### src/rtl/uncache_arbiter_pkg.sv
// Shared LSU defines for the uncached path: access size, arbiter
// state encoding and byte-lane helpers.
package uncache_arbiter_pkg;

    typedef enum logic [1:0] {
        s_nil  = 2'd0,
        s_byte = 2'd1,
        s_half = 2'd2,
        s_word = 2'd3
    } size_t;

    typedef enum logic [2:0] {
        IDLE    = 3'd0,
        W_REQ   = 3'd1,
        W_RESP  = 3'd2,
        R_REQ   = 3'd3,
        R_RESP  = 3'd4,
        R_DRAIN = 3'd5
    } uarb_state_t;

    // Byte enables for an access of the given size at byte offset off.
    // Halfword alignment is checked upstream, so off[0] is ignored.
    function automatic logic [3:0] size2strobe(input size_t size,
                                               input logic [1:0] off);
        logic [3:0] strb;
        strb = 4'b0000;
        unique case (size)
            s_byte:  strb = 4'b0001 << off;
            s_half:  strb = off[1] ? 4'b1100 : 4'b0011;
            s_word:  strb = 4'b1111;
            default: strb = 4'b0000;
        endcase
        return strb;
    endfunction

    // Move right-justified store data onto its byte lanes.
    function automatic logic [31:0] lane_align(input logic [31:0] data,
                                               input logic [1:0]  off);
        return data << {off, 3'b000};
    endfunction

endpackage

### src/rtl/uncache_arbiter.sv
// Uncached load/store sequencer: one transaction at a time onto the
// uncached memory port, stores ahead of loads to keep MMIO order.
module uncache_arbiter
    import uncache_arbiter_pkg::*;
#(
    parameter int ADDR_W = 32,
    parameter int DATA_W = 32
) (
    input  logic              clk,
    input  logic              resetn,
    input  logic              w_req,
    input  logic [ADDR_W-1:0] w_addr,
    input  size_t             w_size,
    input  logic [DATA_W-1:0] w_data,
    output logic              w_ready,
    output logic              w_done,
    input  logic              r_req,
    input  logic [ADDR_W-1:0] r_addr,
    input  size_t             r_size,
    output logic              r_ready,
    output logic              r_valid,
    output logic [DATA_W-1:0] r_data,
    input  logic              flush,
    output logic              m_valid,
    output logic              m_wen,
    output logic [ADDR_W-1:0] m_addr,
    output logic [DATA_W-1:0] m_wdata,
    output logic [3:0]        m_strobe,
    input  logic              m_ready,
    input  logic              m_rvalid,
    input  logic [DATA_W-1:0] m_rdata,
    output logic              m_rready,
    output logic              busy
);

    uarb_state_t       state_q, state_d;
    logic [ADDR_W-1:0] addr_q;
    logic [DATA_W-1:0] wdata_q;
    logic [3:0]        strobe_q;
    logic              w_done_d, r_valid_d;
    logic [DATA_W-1:0] r_data_d;
    logic              lat_w, lat_r;

    // Next-state, accept handshakes and response capture.
    always_comb begin
        state_d   = state_q;
        w_ready   = 1'b0;
        r_ready   = 1'b0;
        w_done_d  = 1'b0;
        r_valid_d = 1'b0;
        r_data_d  = r_data;
        lat_w     = 1'b0;
        lat_r     = 1'b0;
        unique case (state_q)
            IDLE: begin
                if (w_req) begin
                    // resetn gate keeps the accept pulse low while in reset
                    w_ready = resetn;
                    lat_w   = 1'b1;
                    if (w_size == s_nil) w_done_d = 1'b1;
                    else                 state_d  = W_REQ;
                end else if (r_req && !flush) begin
                    r_ready = resetn;
                    lat_r   = 1'b1;
                    if (r_size == s_nil) begin
                        r_valid_d = 1'b1;
                        r_data_d  = '0;
                    end else begin
                        state_d = R_REQ;
                    end
                end
            end
            W_REQ: begin
                if (m_ready) state_d = W_RESP;
            end
            W_RESP: begin
                if (m_rvalid) begin
                    w_done_d = 1'b1;
                    state_d  = IDLE;
                end
            end
            R_REQ: begin
                if (flush) state_d = m_ready ? R_DRAIN : IDLE;
                else if (m_ready) state_d = R_RESP;
            end
            R_RESP: begin
                if (m_rvalid) begin
                    state_d = IDLE;
                    if (!flush) begin
                        r_valid_d = 1'b1;
                        r_data_d  = m_rdata;
                    end
                end else if (flush) begin
                    state_d = R_DRAIN;
                end
            end
            R_DRAIN: begin
                if (m_rvalid) state_d = IDLE;
            end
            default: state_d = IDLE;
        endcase
    end

    // State register and registered completion outputs.
    always_ff @(posedge clk or negedge resetn) begin
        if (!resetn) begin
            state_q <= IDLE;
            w_done  <= 1'b0;
            r_valid <= 1'b0;
            r_data  <= '0;
        end else begin
            state_q <= state_d;
            w_done  <= w_done_d;
            r_valid <= r_valid_d;
            r_data  <= r_data_d;
        end
    end

    // Capture the accepted request, pre-formatted for the memory port.
    always_ff @(posedge clk or negedge resetn) begin
        if (!resetn) begin
            addr_q   <= '0;
            wdata_q  <= '0;
            strobe_q <= '0;
        end else if (lat_w) begin
            addr_q   <= w_addr;
            wdata_q  <= lane_align(w_data, w_addr[1:0]);
            strobe_q <= size2strobe(w_size, w_addr[1:0]);
        end else if (lat_r) begin
            addr_q   <= r_addr;
            wdata_q  <= '0;
            strobe_q <= size2strobe(r_size, r_addr[1:0]);
        end
    end

    assign m_valid  = (state_q == W_REQ) || (state_q == R_REQ);
    assign m_wen    = (state_q == W_REQ);
    assign m_rready = (state_q == W_RESP) || (state_q == R_RESP) ||
                      (state_q == R_DRAIN);
    assign busy     = (state_q != IDLE);
    assign m_addr   = addr_q;
    assign m_wdata  = wdata_q;
    assign m_strobe = strobe_q;

endmodule

### config.mk
export PLATFORM = sky130hd
export DESIGN_NAME = uncache_arbiter
export DESIGN_NICKNAME = d
export VERILOG_FILES = /design/src/rtl/uncache_arbiter_pkg.sv /design/src/rtl/uncache_arbiter.sv
export SDC_FILE = /design/constraint.sdc
export NUM_CORES = 1
export LEC_CHECK = 0
export ABC_AREA = 1
export CORE_MARGIN = 8
export CORE_UTILIZATION = 45
export CTS_BUF_LIST = sky130_fd_sc_hd__clkbuf_4 sky130_fd_sc_hd__clkbuf_8
export DETAILED_ROUTE_END_ITERATION = 10
export GPL_TIMING_DRIVEN = 0
export PLACE_DENSITY_LB_ADDON = 0.05
export SYNTH_ARGS = -nofsm -noshare
export SYNTH_HDL_FRONTEND = slang
export SYNTH_SLANG_ARGS = --single-unit
### constraint.sdc
create_clock -name clk -period 3.35 [get_ports clk]
set_input_delay 0.5025 -clock clk [delete_from_list [all_inputs] [get_ports clk]]
set_output_delay 0.5025 -clock clk [all_outputs]
set_load 0.01 [all_outputs]
== Yosys cells after proc, flatten, opt, wreduce, memory -nomap -nowiden ==
Index checks and enable logic that the tools add are counted.

* Equal/unequal tests: 23
* Multipliers: 0
* Shift-type cells: 3
* Add/subtract/negate cells: 0
* Bitwise gates (word level): 0
* Magnitude comparators: 0
* Divide/modulo/power cells: 0
* Multiplexer cells: 48
* Reductions and logical operators: 14

{| class="wikitable"
|+ Operators with widths
! operator !! number
|-
| 2-to-1 mux 32 bit || 9
|-
| case mux 32 bit (2 select lines) || 1
|-
| 2-to-1 mux 3 bit || 11
|-
| << shifter 32 x 5 -> 32 bit || 1
|-
| case mux 4 bit (3 select lines) || 2
|-
| 2-to-1 mux 1 bit || 18
|-
| 2-to-1 mux 4 bit || 4
|-
| != test 3 bit, second input constant || 5
|-
| case mux 3 bit (5 select lines) || 1
|-
| != test 2 bit, second input constant || 5
|-
| == test 2 bit, second input constant || 4
|-
| << shifter 1 x 2 -> 4 bit, first input constant || 2
|-
| AND reduction 7 bit || 1
|-
| == test 3 x 2 -> 1 bit, second input constant || 2
|-
| == test 3 bit, second input constant || 2
|-
| AND reduction 6 bit || 1
|-
| == test 2 x 1 -> 1 bit, second input constant || 2
|-
| zero test 2 bit || 2
|-
| != test 2 x 1 -> 1 bit, second input constant || 2
|-
| case mux 1 bit (2 select lines) || 2
|-
| nonzero test 2 bit || 2
|-
| == test 3 x 1 -> 1 bit, second input constant || 1
|-
| zero test 3 bit || 1
|-
| logical OR 1 bit || 3
|-
| 4 further kinds || 4
|}

* RAM bits: 0
* Logic and storage cells: 95
* Flip-flop bits (word level): 105
* Memories: 0
* Bits in latches: 0
* ROM bits: 0
* Output and inout bits: 108
* Input port bits: 139

== Depth between registers and ports, before layout ==
Gate-level depths: netlist of run 1.

* Depth after elaboration: 7
* Gate-level depth with buffers: 9

== Worst setup path after synthesis of run 1 ==
Ideal clock, no wire load.

* Path type: register to output
* Start point: register state_q[1]
* End point: output w_ready
* Setup slack: 1.733 ns
* Arrival: 1.115 ns
* Stages on the path, launching flop included: 7
* Cells stage by stage: dfrtp_1 > inv_2 > nand2_1 > nor2_1 > nand2_1 > buf_2 > nor2_1

* Word-level cells in the longest chain between the ends: 2

{| class="wikitable"
|+ RTL lines
! element !! line !! text
|-
| from (decl) || uncache_arbiter.sv:36 || <nowiki>uarb_state_t state_q, state_d;</nowiki>
|-
| from (signal assigned) || uncache_arbiter.sv:112 || <nowiki>state_q <= state_d;</nowiki>
|-
| zero test 3 bit || uncache_arbiter.sv:54 || <nowiki>unique case (state_q)</nowiki>
|-
| 2-to-1 mux 1 bit || uncache_arbiter.sv:54 ||
|-
| to (decl) || uncache_arbiter.sv:15 || <nowiki>output logic w_ready,</nowiki>
|}

Every way passes these cells.

== Worst setup path after layout of run 1 ==
Ends and elaborated chain as after synthesis.

==> run metrics, run 1 <==
Worst Path Buf+Inv=3; total grt overflow=0; Slew HR=42.5%; cts hold-fix bufs=0; post-placement cell count=1007; CP max-delay cell=clkdlybuf4s50_1; unrepaired setup endpoints after global routing=no; Routed met3 length=1.99 mm; Syn Nets=760; detailed-placement wirelength estimate=14.5 mm; max-cap viol count=0; critical path, cell by cell=inv_2 -> nand2_1 -> nor2_1 -> nand2_1 -> buf_2 -> nor2_1 -> clkdlybuf4s50_1; Fin. Hold Viols=0; syn avg cell area=8.09 µm²; Post-Synth XOR/XNOR Area=0%; worst hold margin=236 ps; fin util=72.4%; M1 WL=7.55 mm; Synth async-reset ratio=100%; synthesized cell area=5020 µm²; final std cells w/o fill=1023; ys flop type=dfrtp_1; clock latency on the worst-skew pair=370 ps; Die W=122 µm; Post-Synth Adder-Cell Area=0%; metal2 WL=8.80 mm; clock sinks=105; # resized after CTS=0; Post-Synth Simple-Gate Area=29.3%; IO Count=247; die area=14800 µm²; final period utilization=82.0%; ant diodes=0; first-pass GRT wire length=28.7 mm; pin count of the biggest net entering global routing=67; Crit. End Element=primary output; Core Rows=38; Area Overhead vs Synth=56.9%; clk slew on worst S/H paths=100 ps; Initial Utilization=46.1%; max frequency=364 MHz; worst-path fanout max=10; ANT nets after route=0; Crit path arrival time=2240 ps; DR vias=5401; total iterations of the first detailed-routing run=5; initial antenna violation count=0; DRC Markers=0; Vias/cell=5.28; largest family of logic cells by synthesized area=simple AND/OR/NAND/NOR gates; library cells used by synthesis=25; Post-CTS Setup Bufs=0; IR drop worst, VDD=0.400 mV; drt initial violations=375; Static Leak=3.63 nW; post-synthesis compound-gate area fraction=11.6%; DRT Wirelength=18.7 mm; highest metal used=met4; Final setup viols=0; HP Class=in2async; Crit path max-delay family=buffers and inverters; number of buffers created by CTS=9; max-slew violations=0; clock tree buffer depth=2; Seq/Total Area, Yosys=52.3%; DR WL/cell=18.3 µm; layout cells sized above 1=6.46%; Die H=122 µm; pre-CTS setup slack=679 ps; post-synthesis cell count=621; GR Util All Layers=24.5%; Worst-Margin Slew=862 ps; critical path class=reg2out; clock root cell=clkbuf_8; CP Launch Type=flip-flop; total power draw=5.70 mW; fin crit period=2750 ps; # nets final=1017; slowest stage delay, CP=600 ps; flop and latch count out of synthesis=105; port bufs=245; CP Data Required Time=2850 ps; Post-synth EDFFs=0; power density cells=724 nW/µm²; mux contribution to synthesized area=0.997%; status=complete, no violations; Core Area=10900 µm²; fillers=887; Placer Congestion=0.902; H-tree levels=3; fin worst setup slack=603 ps; TritonCTS clock tree=done; vias in the first global route=5449; Fin Clk Skew=8.90 ps; yosys warns=0
==> layout by cell type (no fill, tap or decap) <==
cell type | netlist | routed
nand2_4 | 1 | 1
o21ai_0 | 45 | 45
clkbuf_8 | 0 | 11
a21oi_1 | 1 | 1
buf_12 | 0 | 1
clkinvlp_4 | 0 | 1
inv_1 | 18 | 18
dfrtp_1 | 105 | 105
clkinv_4 | 0 | 1
clkdlybuf4s50_1 | 0 | 244
clkbuf_1 | 11 | 11
inv_2 | 4 | 4
o31ai_1 | 2 | 2
nor2_1 | 48 | 48
clkinv_1 | 3 | 3
buf_2 | 19 | 19
nand2_2 | 1 | 1
nand3_1 | 80 | 80
clkinv_2 | 0 | 1
clkbuf_4 | 0 | 1
nor2_2 | 1 | 1
mux2i_1 | 5 | 5
o211ai_1 | 8 | 8
buf_4 | 4 | 5
a31oi_1 | 33 | 33
nand3_2 | 2 | 2
a22oi_1 | 7 | 7
nand2_1 | 215 | 215
buf_6 | 3 | 3
nor3_1 | 1 | 1
bufinv_16 | 0 | 1
a21oi_4 | 1 | 1
nor2_4 | 3 | 3
==> final cells by class <==
class                           count  area (µm²)  share of cell area, %
Buffer                             37         200                   2.54
Clock buffer                       12         159                   2.02
Clock inverter                      4        51.3                  0.651
Inverter                           25        93.8                   1.19
Multi-Input combinational cell    454        2100                   26.7
Sequential cell                   105        2630                   33.4
Tap cell                          140         175                   2.22
Timing Repair Buffer              246        2470                   31.4
==> registers in the layout, summed over array words and instances, names as in the netlist <==
signal	cells
w_done	1
r_valid	1
m_addr	32
state_q	3
m_wdata	32
m_strobe	4
r_data	32
==> metrics by stage <==
step | setup TNS [ps] | area (µm²)
global placement | -241540 | 7650
finish | 0 | 7880
detailed placement | 0 | 7670
global route | 0 | 7880
floorplan | 0 | 5020
CTS | 0 | 7880
==> power breakdown <==
part	leakage, nW	internal [mW]	switching (mW)
Clock	0.106	0.396	0.433
Sequential	1.33	1.73	0.271
Combinational	2.20	1.41	1.46
==> worst paths after layout <==
path / from / to / cells after the start / slack, ps
min: resetn / m_addr[19] / 1 / 240
min reg2reg: m_wdata[22] / m_wdata[22] / 2 / 490
max reg2reg: state_q[1] / r_data[26] / 8 / 1570
max in group asynchronous: resetn / r_data[18] / 2 / 2380
min in group clk: m_wdata[22] / m_wdata[22] / 2 / 490
max: state_q[1] / w_ready / 7 / 600
==> kinds of logic (layout without fill, tap and decap cells) <==
family,Yosys count,after routing
AOI/OAI and AO/OA,97,97
buffers and inverters,62,324
DFF,105,105
muxes,5,5
and+or+nand+nor,352,352
==> synth_stat cells, types with 4 or more instances <==
cell | count | area [µm²]
clkbuf_1 | 11 | 41.3
nor2_1 | 48 | 180
a22oi_1 | 7 | 52.6
nand3_1 | 80 | 400
dfrtp_1 | 105 | 2630
inv_2 | 4 | 15.0
o21ai_0 | 45 | 225
mux2i_1 | 5 | 50.1
buf_4 | 4 | 30.0
inv_1 | 18 | 67.6
o211ai_1 | 8 | 60.1
a31oi_1 | 33 | 206
buf_2 | 19 | 95.1
nand2_1 | 215 | 807
==> layer usage <==
layer / up-vias / global-route usage, %
li1: 2570 / -
met2: 255 / 40.6
met3: 30 / 8.84
met5: - / 0
met1: 2546 / 29.3
met4: 0 / 7.40
Power figures use the tool's default switching activity.
==> inputs of run 2 (changes only) <==
--- a/config.mk
+++ b/config.mk
@@ -7,7 +7,7 @@
 export LEC_CHECK = 0
 export ABC_AREA = 1
 export CORE_MARGIN = 8
-export CORE_UTILIZATION = 45
+export CORE_UTILIZATION = 42
 export CTS_BUF_LIST = sky130_fd_sc_hd__clkbuf_4 sky130_fd_sc_hd__clkbuf_8
 export DETAILED_ROUTE_END_ITERATION = 10
 export GPL_TIMING_DRIVEN = 0
==> constraint.sdc (replaced) <==
create_clock -name clk -period 2.55 [get_ports clk]
set_input_delay 0.3825 -clock clk [delete_from_list [all_inputs] [get_ports clk]]
set_output_delay 0.3825 -clock clk [all_outputs]
set_load 0.01 [all_outputs]
==> run metrics, run 2 (same netlist as run 1, synthesis figures left out) <==
fin crit period=2320 ps; Static Leak=3.66 nW (was 3.63 nW); Placer Congestion=0.834 (was 0.902); critical path class=in2out (was reg2out); IR drop worst, VDD=0.536 mV (was 0.400 mV); DR vias=5369 (was 5401); Vias/cell=5.21 (was 5.28); drt initial violations=360 (was 375); commonest non-fill, non-tap cell in the layout=clkdlybuf4s50_1 (unchanged); clock root cell=clkbuf_8 (unchanged); Fin. Hold Viols=0 (unchanged); final period utilization=91.1%; fin worst setup slack=227 ps (was 603 ps); DR WL/cell=18.0 µm (was 18.3 µm); GR Util All Layers=23.3% (was 24.5%); power density cells=956 nW/µm² (was 724 nW/µm²); Die W=125 µm (was 122 µm); clk slew on worst S/H paths=90 ps (was 100 ps); detailed-placement wirelength estimate=14.1 mm (was 14.5 mm); DRC Markers=0 (unchanged); initial antenna violation count=0 (unchanged); ant diodes=0 (unchanged); worst hold margin=49.9 ps (was 236 ps); Core Area=11900 µm² (was 10900 µm²); total grt overflow=0 (unchanged); pre-CTS setup slack=239 ps (was 679 ps); clock tree buffer depth=2 (unchanged); most frequent cells in the layout=clkdlybuf4s50_1 (243), nand2_1 (215), dfrtp_1 (103) (was clkdlybuf4s50_1 (244), nand2_1 (215), dfrtp_1 (105)); Crit. End Element=primary output (unchanged); Initial Utilization=42.3% (was 46.1%); Core Rows=40 (was 38); port bufs=245 (unchanged); Die H=125 µm (was 122 µm); Post-CTS Setup Bufs=0 (unchanged); max-cap viol count=0 (unchanged); unrepaired setup endpoints after global routing=no (unchanged); clock sinks=105 (unchanged); TritonCTS clock tree=done (unchanged); # nets final=1019 (was 1017); CP Data Required Time=2170 ps (was 2850 ps); first-pass GRT wire length=29.4 mm (was 28.7 mm); number of buffers created by CTS=9 (unchanged); layout cells sized above 1=6.56% (was 6.46%); Slew HR=32.3% (was 42.5%); Fin Clk Skew=9.85 ps (was 8.90 ps); R2R cell count=7 (was 8); DRT Wirelength=18.5 mm (was 18.7 mm); Worst-Margin Slew=1010 ps (was 862 ps); clock latency on the worst-skew pair=370 ps (about the same); pin count of the biggest net entering global routing=69 (was 67); Final setup viols=0 (unchanged); Setup TNS=0 ps (unchanged); IO Count=247 (unchanged); die area=15700 µm² (was 14800 µm²); vias in the first global route=5485 (was 5449); ANT nets after route=0 (unchanged); status=complete, no violations (unchanged); HP Class=in2async (unchanged); Area Overhead vs Synth=57.7% (was 56.9%); max frequency=430 MHz; CP Launch Type=input port (was flip-flop); H-tree levels=3 (unchanged); max-slew violations=0 (unchanged); worst-path fanout max=4 (was 10); total iterations of the first detailed-routing run=5 (unchanged); Crit path arrival time=1940 ps (was 2240 ps)
-- run 2: cell count changes in the layout (fill, tap and decap cells not counted), sizes merged --
cell,previous run,this run
clkinvlp,1,0
clkinv,5,4
bufinv,1,2
dlygate4sd2,0,1
clkdlybuf4s50,244,243
dlygate4sd3,0,2
-- run 2: final timing paths --
check	end	from	slack, ps
setup / recovery	r_ready	flush	230
hold / removal	m_addr[25]	resetn	50
setup reg to reg	m_wdata[7]	state_q[2]	810
hold reg to reg	m_wdata[30]	m_wdata[30]	480
max in group asynchronous	r_data[26]	resetn	1140
min in group clk	m_wdata[31]	w_addr[1]	450
-- run 2: what timing repair did --
| item | CTS | global route |
|---|---|---|
| endpoints found under the setup margin | 1 | 0 |
| endpoints found under the hold margin | 17 | 0 |
| resized for setup | 3 | 0 |
| hold buffers | 2 | 0 |
-- run 2: layout make-up --
cell class | instances | area [µm²]
plain buffers | 37 | 200
clock buffers | 12 | 153
multi-input cells | 454 | 2100
clock inverters | 3 | 65.1
well taps | 147 | 184
inverters | 25 | 93.8
repair buffers | 248 | 2500
fillers | 1038 | 3940
flip-flops and latches | 105 | 2630
-- run 2: critical path, stage by stage --
cell and delay, ps:
clkdlybuf4s50_1 430, inv_1 140, nand2_1 170, nor3_1 210
clkdlybuf4s50_1 600
-- run 2: per-layer routing --
metal / vias up / share of wire (%) / GRT usage [%]
met4: 0 / 1.9 / 7.38
li1: 2570 / - / -
met1: 2551 / 41 / 28.0
met5: - / 0 / 0
met2: 227 / 47 / 37.3
met3: 21 / 10 / 9.56
-- run 2: power breakdown --
part	internal (mW)	total (mW)	switching [mW]
Sequential	2.27	2.63	0.353
Clock	0.596	1.17	0.571
Combinational	1.85	3.78	1.93
-- run 2: metrics by stage --
stage / power, mW / util (%) / instances / cell area [µm²]
global route: 8.08 / 66.8 / 1031 / 7920
floorplan: 4.36 / - / 621 / 5020
CTS: 7.63 / 66.8 / 1031 / 7920
detailed placement: 6.46 / 64.8 / 1014 / 7680
global placement: 6.35 / 64.6 / 1013 / 7660
finish: 7.57 / 66.8 / 1031 / 7920
